### src/rtl/calc_if_pkg.sv
// Shared definitions for the calculator host sequencer.
//   calc_seq_state_t : sequencer FSM states
//   CALC_ADDR_*      : default byte addresses of the calculator words in data memory
//   CALC_WE_*        : levels of the active-low data-memory write strobe
package calc_if_pkg;

  typedef enum logic [3:0] {
    ST_IDLE     = 4'd0,
    ST_WR_A     = 4'd1,
    ST_WR_B     = 4'd2,
    ST_WR_OP    = 4'd3,
    ST_POLL     = 4'd4,
    ST_POLL_CHK = 4'd5,
    ST_RES      = 4'd6,
    ST_RES_CHK  = 4'd7,
    ST_RESP     = 4'd8
  } calc_seq_state_t;

  localparam logic [31:0] CALC_ADDR_A   = 32'd16;
  localparam logic [31:0] CALC_ADDR_B   = 32'd20;
  localparam logic [31:0] CALC_ADDR_OP  = 32'd0;
  localparam logic [31:0] CALC_ADDR_RES = 32'd24;

  localparam logic CALC_WE_ACTIVE = 1'b0;
  localparam logic CALC_WE_IDLE   = 1'b1;

endpackage

### src/rtl/calc_poll_timer.sv
// Poll-loop cycle counter.
//   CLK, RST : clock, asynchronous active-high reset
//   clr      : synchronous clear (takes priority over en)
//   en       : count this cycle (saturates at TIMEOUT)
//   expired  : the current counted cycle is the TIMEOUT-th one
// TIMEOUT must be at least 1.
module calc_poll_timer #(
  parameter int unsigned TIMEOUT = 1024
) (
  input  logic CLK,
  input  logic RST,
  input  logic clr,
  input  logic en,
  output logic expired
);

  localparam int unsigned CW = $clog2(TIMEOUT + 1);
  localparam logic [CW-1:0] CNT_MAX  = CW'(TIMEOUT);
  localparam logic [CW-1:0] CNT_LAST = CW'(TIMEOUT - 1);

  logic [CW-1:0] cnt_q;
  logic [CW-1:0] cnt_d;

  // Next count: clear wins, otherwise count while enabled until saturated.
  always_comb begin
    cnt_d = cnt_q;
    if (clr) begin
      cnt_d = '0;
    end else if (en && (cnt_q != CNT_MAX)) begin
      cnt_d = cnt_q + CW'(1);
    end else begin
      cnt_d = cnt_q;
    end
  end

  // Count register.
  always_ff @(posedge CLK or posedge RST) begin
    if (RST) begin
      cnt_q <= '0;
    end else begin
      cnt_q <= cnt_d;
    end
  end

  // cnt_q already holds the cycles counted before this one, so this cycle is
  // the TIMEOUT-th polling cycle once cnt_q reaches TIMEOUT-1.
  assign expired = (cnt_q >= CNT_LAST);

endmodule

### src/rtl/calc_host_sequencer.sv
// Host-side sequencer for the calculator data-memory port of the processor.
// Accepts {A, B, opcode} on a valid/ready request channel, writes the three
// words into data memory, polls the opcode word until the program clears it,
// reads the result word and returns it on a valid/ready response channel.
//   CLK, RST                      : clock, asynchronous active-high reset
//   req_valid/req_ready/req_a/b/op: request channel (ready only in IDLE)
//   rsp_valid/rsp_ready           : response channel
//   rsp_result/rsp_timeout        : result word (0 on abort), abort flag
//   EntradaCalcu/addressCalcu     : memory write data / byte address
//   writeEnableCalcu              : active-low write strobe
//   resultadoCalcu                : read data for the previous cycle's address
module calc_host_sequencer
  import calc_if_pkg::*;
#(
  parameter logic [31:0] ADDR_A   = CALC_ADDR_A,
  parameter logic [31:0] ADDR_B   = CALC_ADDR_B,
  parameter logic [31:0] ADDR_OP  = CALC_ADDR_OP,
  parameter logic [31:0] ADDR_RES = CALC_ADDR_RES,
  parameter int unsigned TIMEOUT  = 1024
) (
  input  logic        CLK,
  input  logic        RST,
  input  logic        req_valid,
  output logic        req_ready,
  input  logic [31:0] req_a,
  input  logic [31:0] req_b,
  input  logic [31:0] req_op,
  output logic        rsp_valid,
  input  logic        rsp_ready,
  output logic [31:0] rsp_result,
  output logic        rsp_timeout,
  output logic [31:0] EntradaCalcu,
  output logic [31:0] addressCalcu,
  output logic        writeEnableCalcu,
  input  logic [31:0] resultadoCalcu
);

  calc_seq_state_t state_q, state_d;
  logic [31:0]     a_q, a_d;
  logic [31:0]     b_q, b_d;
  logic [31:0]     op_q, op_d;
  logic [31:0]     rsp_result_q, rsp_result_d;
  logic            rsp_timeout_q, rsp_timeout_d;
  logic            tmr_clr;
  logic            tmr_en;
  logic            tmr_expired;

  // The counter restarts on the WR_OP -> POLL edge and runs through the loop.
  assign tmr_clr = (state_q == ST_WR_OP);
  assign tmr_en  = (state_q == ST_POLL) || (state_q == ST_POLL_CHK);

  calc_poll_timer #(
    .TIMEOUT (TIMEOUT)
  ) u_poll_timer (
    .CLK     (CLK),
    .RST     (RST),
    .clr     (tmr_clr),
    .en      (tmr_en),
    .expired (tmr_expired)
  );

  // Next-state logic and operand/response capture.
  always_comb begin
    state_d       = state_q;
    a_d           = a_q;
    b_d           = b_q;
    op_d          = op_q;
    rsp_result_d  = rsp_result_q;
    rsp_timeout_d = rsp_timeout_q;
    case (state_q)
      ST_IDLE: begin
        if (req_valid) begin
          a_d     = req_a;
          b_d     = req_b;
          op_d    = req_op;
          state_d = ST_WR_A;
        end else begin
          state_d = ST_IDLE;
        end
      end
      ST_WR_A:  state_d = ST_WR_B;
      ST_WR_B:  state_d = ST_WR_OP;
      ST_WR_OP: state_d = ST_POLL;
      ST_POLL:  state_d = ST_POLL_CHK;
      ST_POLL_CHK: begin
        // A cleared opcode word wins over an expiring timer.
        if (resultadoCalcu == 32'd0) begin
          state_d = ST_RES;
        end else if (tmr_expired) begin
          rsp_result_d  = 32'd0;
          rsp_timeout_d = 1'b1;
          state_d       = ST_RESP;
        end else begin
          state_d = ST_POLL;
        end
      end
      ST_RES: state_d = ST_RES_CHK;
      ST_RES_CHK: begin
        rsp_result_d  = resultadoCalcu;
        rsp_timeout_d = 1'b0;
        state_d       = ST_RESP;
      end
      ST_RESP: begin
        if (rsp_ready) begin
          state_d = ST_IDLE;
        end else begin
          state_d = ST_RESP;
        end
      end
      default: state_d = ST_IDLE;
    endcase
  end

  // State, latched request and response registers.
  always_ff @(posedge CLK or posedge RST) begin
    if (RST) begin
      state_q       <= ST_IDLE;
      a_q           <= 32'd0;
      b_q           <= 32'd0;
      op_q          <= 32'd0;
      rsp_result_q  <= 32'd0;
      rsp_timeout_q <= 1'b0;
    end else begin
      state_q       <= state_d;
      a_q           <= a_d;
      b_q           <= b_d;
      op_q          <= op_d;
      rsp_result_q  <= rsp_result_d;
      rsp_timeout_q <= rsp_timeout_d;
    end
  end

  // Memory port decoded from the registered state and latched operands only.
  always_comb begin
    EntradaCalcu     = 32'd0;
    addressCalcu     = 32'd0;
    writeEnableCalcu = CALC_WE_IDLE;
    case (state_q)
      ST_WR_A: begin
        EntradaCalcu     = a_q;
        addressCalcu     = ADDR_A;
        writeEnableCalcu = CALC_WE_ACTIVE;
      end
      ST_WR_B: begin
        EntradaCalcu     = b_q;
        addressCalcu     = ADDR_B;
        writeEnableCalcu = CALC_WE_ACTIVE;
      end
      ST_WR_OP: begin
        EntradaCalcu     = op_q;
        addressCalcu     = ADDR_OP;
        writeEnableCalcu = CALC_WE_ACTIVE;
      end
      ST_POLL: addressCalcu = ADDR_OP;
      ST_RES:  addressCalcu = ADDR_RES;
      default: addressCalcu = 32'd0;
    endcase
  end

  assign req_ready   = (state_q == ST_IDLE);
  assign rsp_valid   = (state_q == ST_RESP);
  assign rsp_result  = rsp_result_q;
  assign rsp_timeout = rsp_timeout_q;

endmodule

### config.mk
export PLATFORM = sky130hd
export DESIGN_NAME = calc_host_sequencer
export DESIGN_NICKNAME = d
export VERILOG_FILES = /design/src/rtl/calc_if_pkg.sv /design/src/rtl/calc_poll_timer.sv /design/src/rtl/calc_host_sequencer.sv
export SDC_FILE = /design/constraint.sdc
export NUM_CORES = 1
export LEC_CHECK = 0
export ABC_AREA = 1
export BUFFER_PORTS_ARGS = -buffer_cell sky130_fd_sc_hd__buf_2
export CORE_ASPECT_RATIO = 0.75
export CORE_UTILIZATION = 46
export CTS_CLUSTER_SIZE = 30
export DETAILED_ROUTE_END_ITERATION = 10
export PLACE_DENSITY = 0.86
export REMOVE_ABC_BUFFERS = 1
export SETUP_SLACK_MARGIN = 0.2
export SLEW_MARGIN = 30
export SYNTH_ARGS = -nofsm -noshare
export SYNTH_HDL_FRONTEND = slang
export SYNTH_SLANG_ARGS = --single-unit
export TNS_END_PERCENT = 100
### constraint.sdc
create_clock -name CLK -period 4.1 [get_ports CLK]
set_input_delay 0.205 -clock CLK [delete_from_list [all_inputs] [get_ports CLK]]
set_output_delay 0.205 -clock CLK [all_outputs]
set_load 0.01 [all_outputs]
# After elaboration in Yosys (flattened, before gate mapping)
# Index checks and enable logic that the tools add are counted.
# Widths: inputs -> output; s select.
[classes]
n_lt_le_gt_ge = 1
mux = 16
addsub = 1
n_eq_ne = 11
reduce_logical = 9
[op_table]
columns = ["op", "count"]
rows = [
  ["$pmux 32 s3", 1],
  ["$mux 32", 2],
  ["$pmux 32 s2", 1],
  ["$pmux 4 s9", 1],
  ["$logic_not 32->1", 1],
  ["$mux 11", 2],
  ["$eq 4x3->1 const B", 4],
  ["$pmux 5 s3", 1],
  ["$mux 4", 3],
  ["$add 11x1->11 const B", 1],
  ["$ge 11x10->1 const B", 1],
  ["$ne 11x11->1 const B", 1],
  ["$eq 4x2->1 const B", 2],
  ["$eq 4x1->1 const B", 1],
  ["$eq 4x4->1 const B", 1],
  ["$logic_not 4->1", 1],
  ["$mux 1", 4],
  ["$ne 2x2->1 const B", 2],
  ["$reduce_bool 2->1", 2],
  ["$reduce_and 3->1", 1],
  ["$reduce_or 3->1", 1],
  ["$pmux 1 s2", 1],
  ["$reduce_and 2->1", 1],
  ["$logic_and 1x1->1", 1],
  ["$logic_or 1x1->1", 1],
]
[totals]
reg_bits = 144

# Longest topological paths before layout
[depth]
depth_word = 5
mapped_depth = 10

# Hierarchy
# A second synthesis with hierarchy kept.
[hier_totals]
cells_unflattened = 717
hier_area_um2 = 6930.4
[modules_own_cells]
columns = ["module", "instances", "area_per_inst_um2", "cells_each"]
rows = [
  ["calc_host_sequencer", 1, 6112.1, 610],
  ["calc_poll_timer", 1, 818.3, 107],
]

# Least setup slack after synthesis
# Ideal clock, no wire load.
[synth_timing]
path_type = "register to register"
from = "reg u_poll_timer.cnt_q[0]"
to = "reg rsp_result_q[10], in the netlist rsp_result[10]"
t_arrival_ns = 1.466
stages_incl_launch_ff = 10
setup_slack_ns = 2.518
setup_ns = 0.116
path_cell_list = "dfrtp_1 ha_1 nand2_1 nor2_1 nand3_2 nand4_1 nand3_2 buf_6 nand2_2 nand2_1"
[synth_via]
elab_chain_cells = 3
[synth_lines]
columns = ["element", "line_no", "source"]
rows = [
  ["from (decl)", "calc_poll_timer.sv:21", "logic [CW-1:0] cnt_q;"],
  ["from (signal assigned)", "calc_poll_timer.sv:41", "cnt_q <= cnt_d;"],
  ["$ge 11x10->1", "calc_poll_timer.sv:47", "assign expired = (cnt_q >= CNT_LAST);"],
  ["$ne 2x2->1 (no line)", "--", ""],
  ["$reduce_and 3->1 (no line)", "--", ""],
  ["to (signal assigned)", "calc_host_sequencer.sv:128", "rsp_result_q <= rsp_result_d;"],
  ["to (decl)", "calc_host_sequencer.sv:42", "logic [31:0] rsp_result_q, rsp_result_d;"],
]
# No other way between the ends.
# A chain may end at the register's enable or synchronous reset.

# Worst setup path in the final report
[layout_timing]
from = "reg state_q[1]"
to = "out EntradaCalcu[22]"
[layout_via]
elab_chain_cells = 2
word_cells_on_any_way = 4
[layout_lines]
columns = ["element", "line_no", "source"]
rows = [
  ["from (decl)", "calc_host_sequencer.sv:38", "calc_seq_state_t state_q, state_d;"],
  ["from (signal assigned)", "calc_host_sequencer.sv:124", "state_q <= state_d;"],
  ["$eq 4x2->1 or $eq 4x1->1 (tied branches)", "calc_host_sequencer.sv:138", "case (state_q)"],
  ["$pmux 32 s3 *", "calc_host_sequencer.sv:138", ""],
  ["to (decl)", "calc_host_sequencer.sv:32", "output logic [31:0] EntradaCalcu,"],
]
# Mark *: on every way between the ends. The rest lies on a longest branch, timed or not.

==> results.sh <==
export IMPL_tns_ps=0
export IMPL_power_per_cell_area_mw_per_mm2=760
export IMPL_critPathKind="flip-flop to output port"
export IMPL_max_stage_delay_ps=470
export IMPL_synth_distinct_cells=32
export IMPL_yosysTopAreaCell="dfrtp_1"
export IMPL_start_util=0.477
export IMPL_grt_pass1_vias=5254
export IMPL_cts_num_sinks=144
export IMPL_path_buf_inv=2
export IMPL_worst_setup_path_end_kind="output port"
export IMPL_antenna_found_initial=1
export IMPL_cap_violations=0
export IMPL_grt_pass1_wl_um=25400
export IMPL_syn_to_final_growth_pct=24.1
export IMPL_ant_nets=0
export IMPL_rows=38
export IMPL_synth_area_top_cells="dfrtp_1, mux2_4, nand2_1"
export IMPL_grt_usage=0.211
export IMPL_critical_path_top_delay_family="buffers and inverters"
export IMPL_synth_top_cell_area_share=0.514
export IMPL_via_per_inst=4.85
export IMPL_finalHoldViolCount=0
export IMPL_synth_seq_cells=144
export IMPL_routed_via_count=5461
export IMPL_cts_made_buffers=17
export IMPL_worstPathMaxFanout=37
export IMPL_post_cts_resized=0
export IMPL_postSynthCellCount=716
export IMPL_status="finished, final reports clean"
export IMPL_fin_crit_sh=0.608
export IMPL_reg2reg_from="u_poll_timer.cnt_q[0]"
export IMPL_tritoncts="built"
export IMPL_worstMarginPinSlew_ps=815
export IMPL_ys_seq_area_frac=0.514
export IMPL_slew_limit_headroom=0.456
export IMPL_p_leak_uw=0.00464
export IMPL_clockBufferDepth=2
export IMPL_crit_slowest_cell="dfrtp_1"
export IMPL_syn_cell_area_mm2=0.00701
export IMPL_min_from="resultadoCalcu[16]"
export IMPL_hp_class="input port to flip-flop"
export IMPL_drt_wirelength_per_cell_um=14.4
export IMPL_clock_latency_ps=400
export IMPL_slew_viol_final=0
export IMPL_design_power_total_uw=6610
export IMPL_crit_path_start="state_q[1]"
export IMPL_dp_hpwl_um=11200
export IMPL_dr_first_iter_drc_count=191
export IMPL_die_x_um=145
export IMPL_period_minus_slack_ps=2490
export IMPL_rsz0062_at_grt="false"
export IMPL_ir_drop_v=0.000372
export IMPL_synth_warnings=0
export IMPL_critPathRequiredTime_ps=3890
export IMPL_grt_overflow_total=0
export IMPL_setup_viol=0
export IMPL_layout_drive_gt1_share=0.377
export IMPL_fmax_mhz=401
export IMPL_core_area_mm2=0.0147
export IMPL_die_h_um=109
export IMPL_path_cells="nand2_1 > nor2_4 > inv_2 > o211ai_1 > buf_2"
export IMPL_cts_clk_slew_worst_paths_ps=70
export IMPL_cp_start_kind="flip-flop"
export IMPL_grt_max_degree=129
export IMPL_io_pins=232
export IMPL_avgSynthCellArea_um2=9.79
export IMPL_gp_congestion=0.872
export IMPL_clock_skew_ps=13.3
export IMPL_remaining_drc_errors=0
export IMPL_firstDrtPassIters=7
export IMPL_portBuffers=202
export IMPL_die_area_mm2=0.0157
export IMPL_layout_nets=1047
export IMPL_htree_levels=4
export IMPL_worstPathArrival_ps=2290
export IMPL_cts_root_buffer="clkbuf_16"
export IMPL_routed_wl_um=16200
cells by family (layout without fill, tap and decap cells):
family,Yosys count,after routing,share of synthesized area
xor+xnor,5,5,0.00625
buf+inv,111,293,0.0875
other cells,1,30,0.000535
compound gates,69,69,0.0600
mux,65,65,0.131
simple gates,319,319,0.197
fa+ha+maj,2,2,0.00357
flops,144,144,0.514
power breakdown:
group / leakage, uW / internal, uW / switching [uW]
registers: 0.00175 / 2050 / 355
logic: 0.00261 / 1210 / 1380
clock network: 0.000292 / 987 / 627
total: 0.00464 / 4250 / 2360
cell type report:
type                       instances  area, um^2
multi-input combinational        489        2930
sequential                       144        3600
clock inverter                    13         174
timing repair buffer             209        1090
antenna                            1        2.50
fill                            1241        5990
inverter                          52         203
tap                              200         250
clock buffer                      19         443
metal layers:
layer	track usage	wire length, um	share of wire
met5	0	0	0
met4	0.0895	220	0.014
met3	0.0637	1260	0.078
met2	0.341	7420	0.46
met1	0.262	7270	0.45
worst paths after layout:
kind,endpoint,slack (ps),cells past startpoint
max,EntradaCalcu[22],1610,5
min,rsp_result[16],20,3
max in group asynchronous,b_q[24],2770,4
max reg2reg,rsp_result[30],2010,8
min in group asynchronous,rsp_result[29],470,3
min reg2reg,rsp_result[31],470,2
tightest hold or removal path, cell delays in order:
cell and delay [ps]:
buf_2 90, nand2_1 50, nand2_1 60
Yosys cell counts, drive strengths merged:
library cell and instances:
ha 2, xnor2 1, nor2 75, mux2 65, nor3 3, conb 1, nand3 23, o211ai 27
clkbuf 9, a21oi 31, or2 1, buf 50, nand2 211, dfrtp 144, o21ai 9, nand4 6
o221ai 2, inv 52, xor2 4
stage by stage:
step | cell area [um^2] | instances | utilization | hold slack (ps) | setup slack, ps
after floorplan | 6700 | 685 | - | 322 | 28.7
after global placement | 8010 | 1090 | 0.545 | 416 | 1740
after detailed placement | 8010 | 1090 | 0.545 | 422 | 1650
after CTS | 8640 | 1123 | 0.588 | 0.204 | 1570
after global routing | 8700 | 1126 | 0.592 | 4.64 | 1370
final | 8700 | 1127 | 0.592 | 23.3 | 1610
placed cells by master (no fill, tap or decap), drive strengths merged:
cell,instances
nand2,211
clkinv,2
nor2,75
diode,1
xnor2,1
clkbuf,19
dlygate4sd3,3
bufinv,3
clkinvlp,3
a21oi,31
o21ai,9
nor3,3
xor2,4
conb,29
mux2,65
nand4,6
o221ai,2
buf,206
nand3,23
dfrtp,144
or2,1
o211ai,27
inv,57
ha,2
state kept, by name, summed over array words and instances (netlist names):
name                count
u_poll_timer.cnt_q     11
b_q                    32
state_q                 4
rsp_timeout             1
a_q                    32
rsp_result             32
op_q                   32
repair_timing:
action                                 in CTS  in global routing
hold buffers                                1                  2
endpoints found under the hold margin       1                 75
setup buffers                               0                  0
No activity file was read; power rests on OpenSTA's default activity.
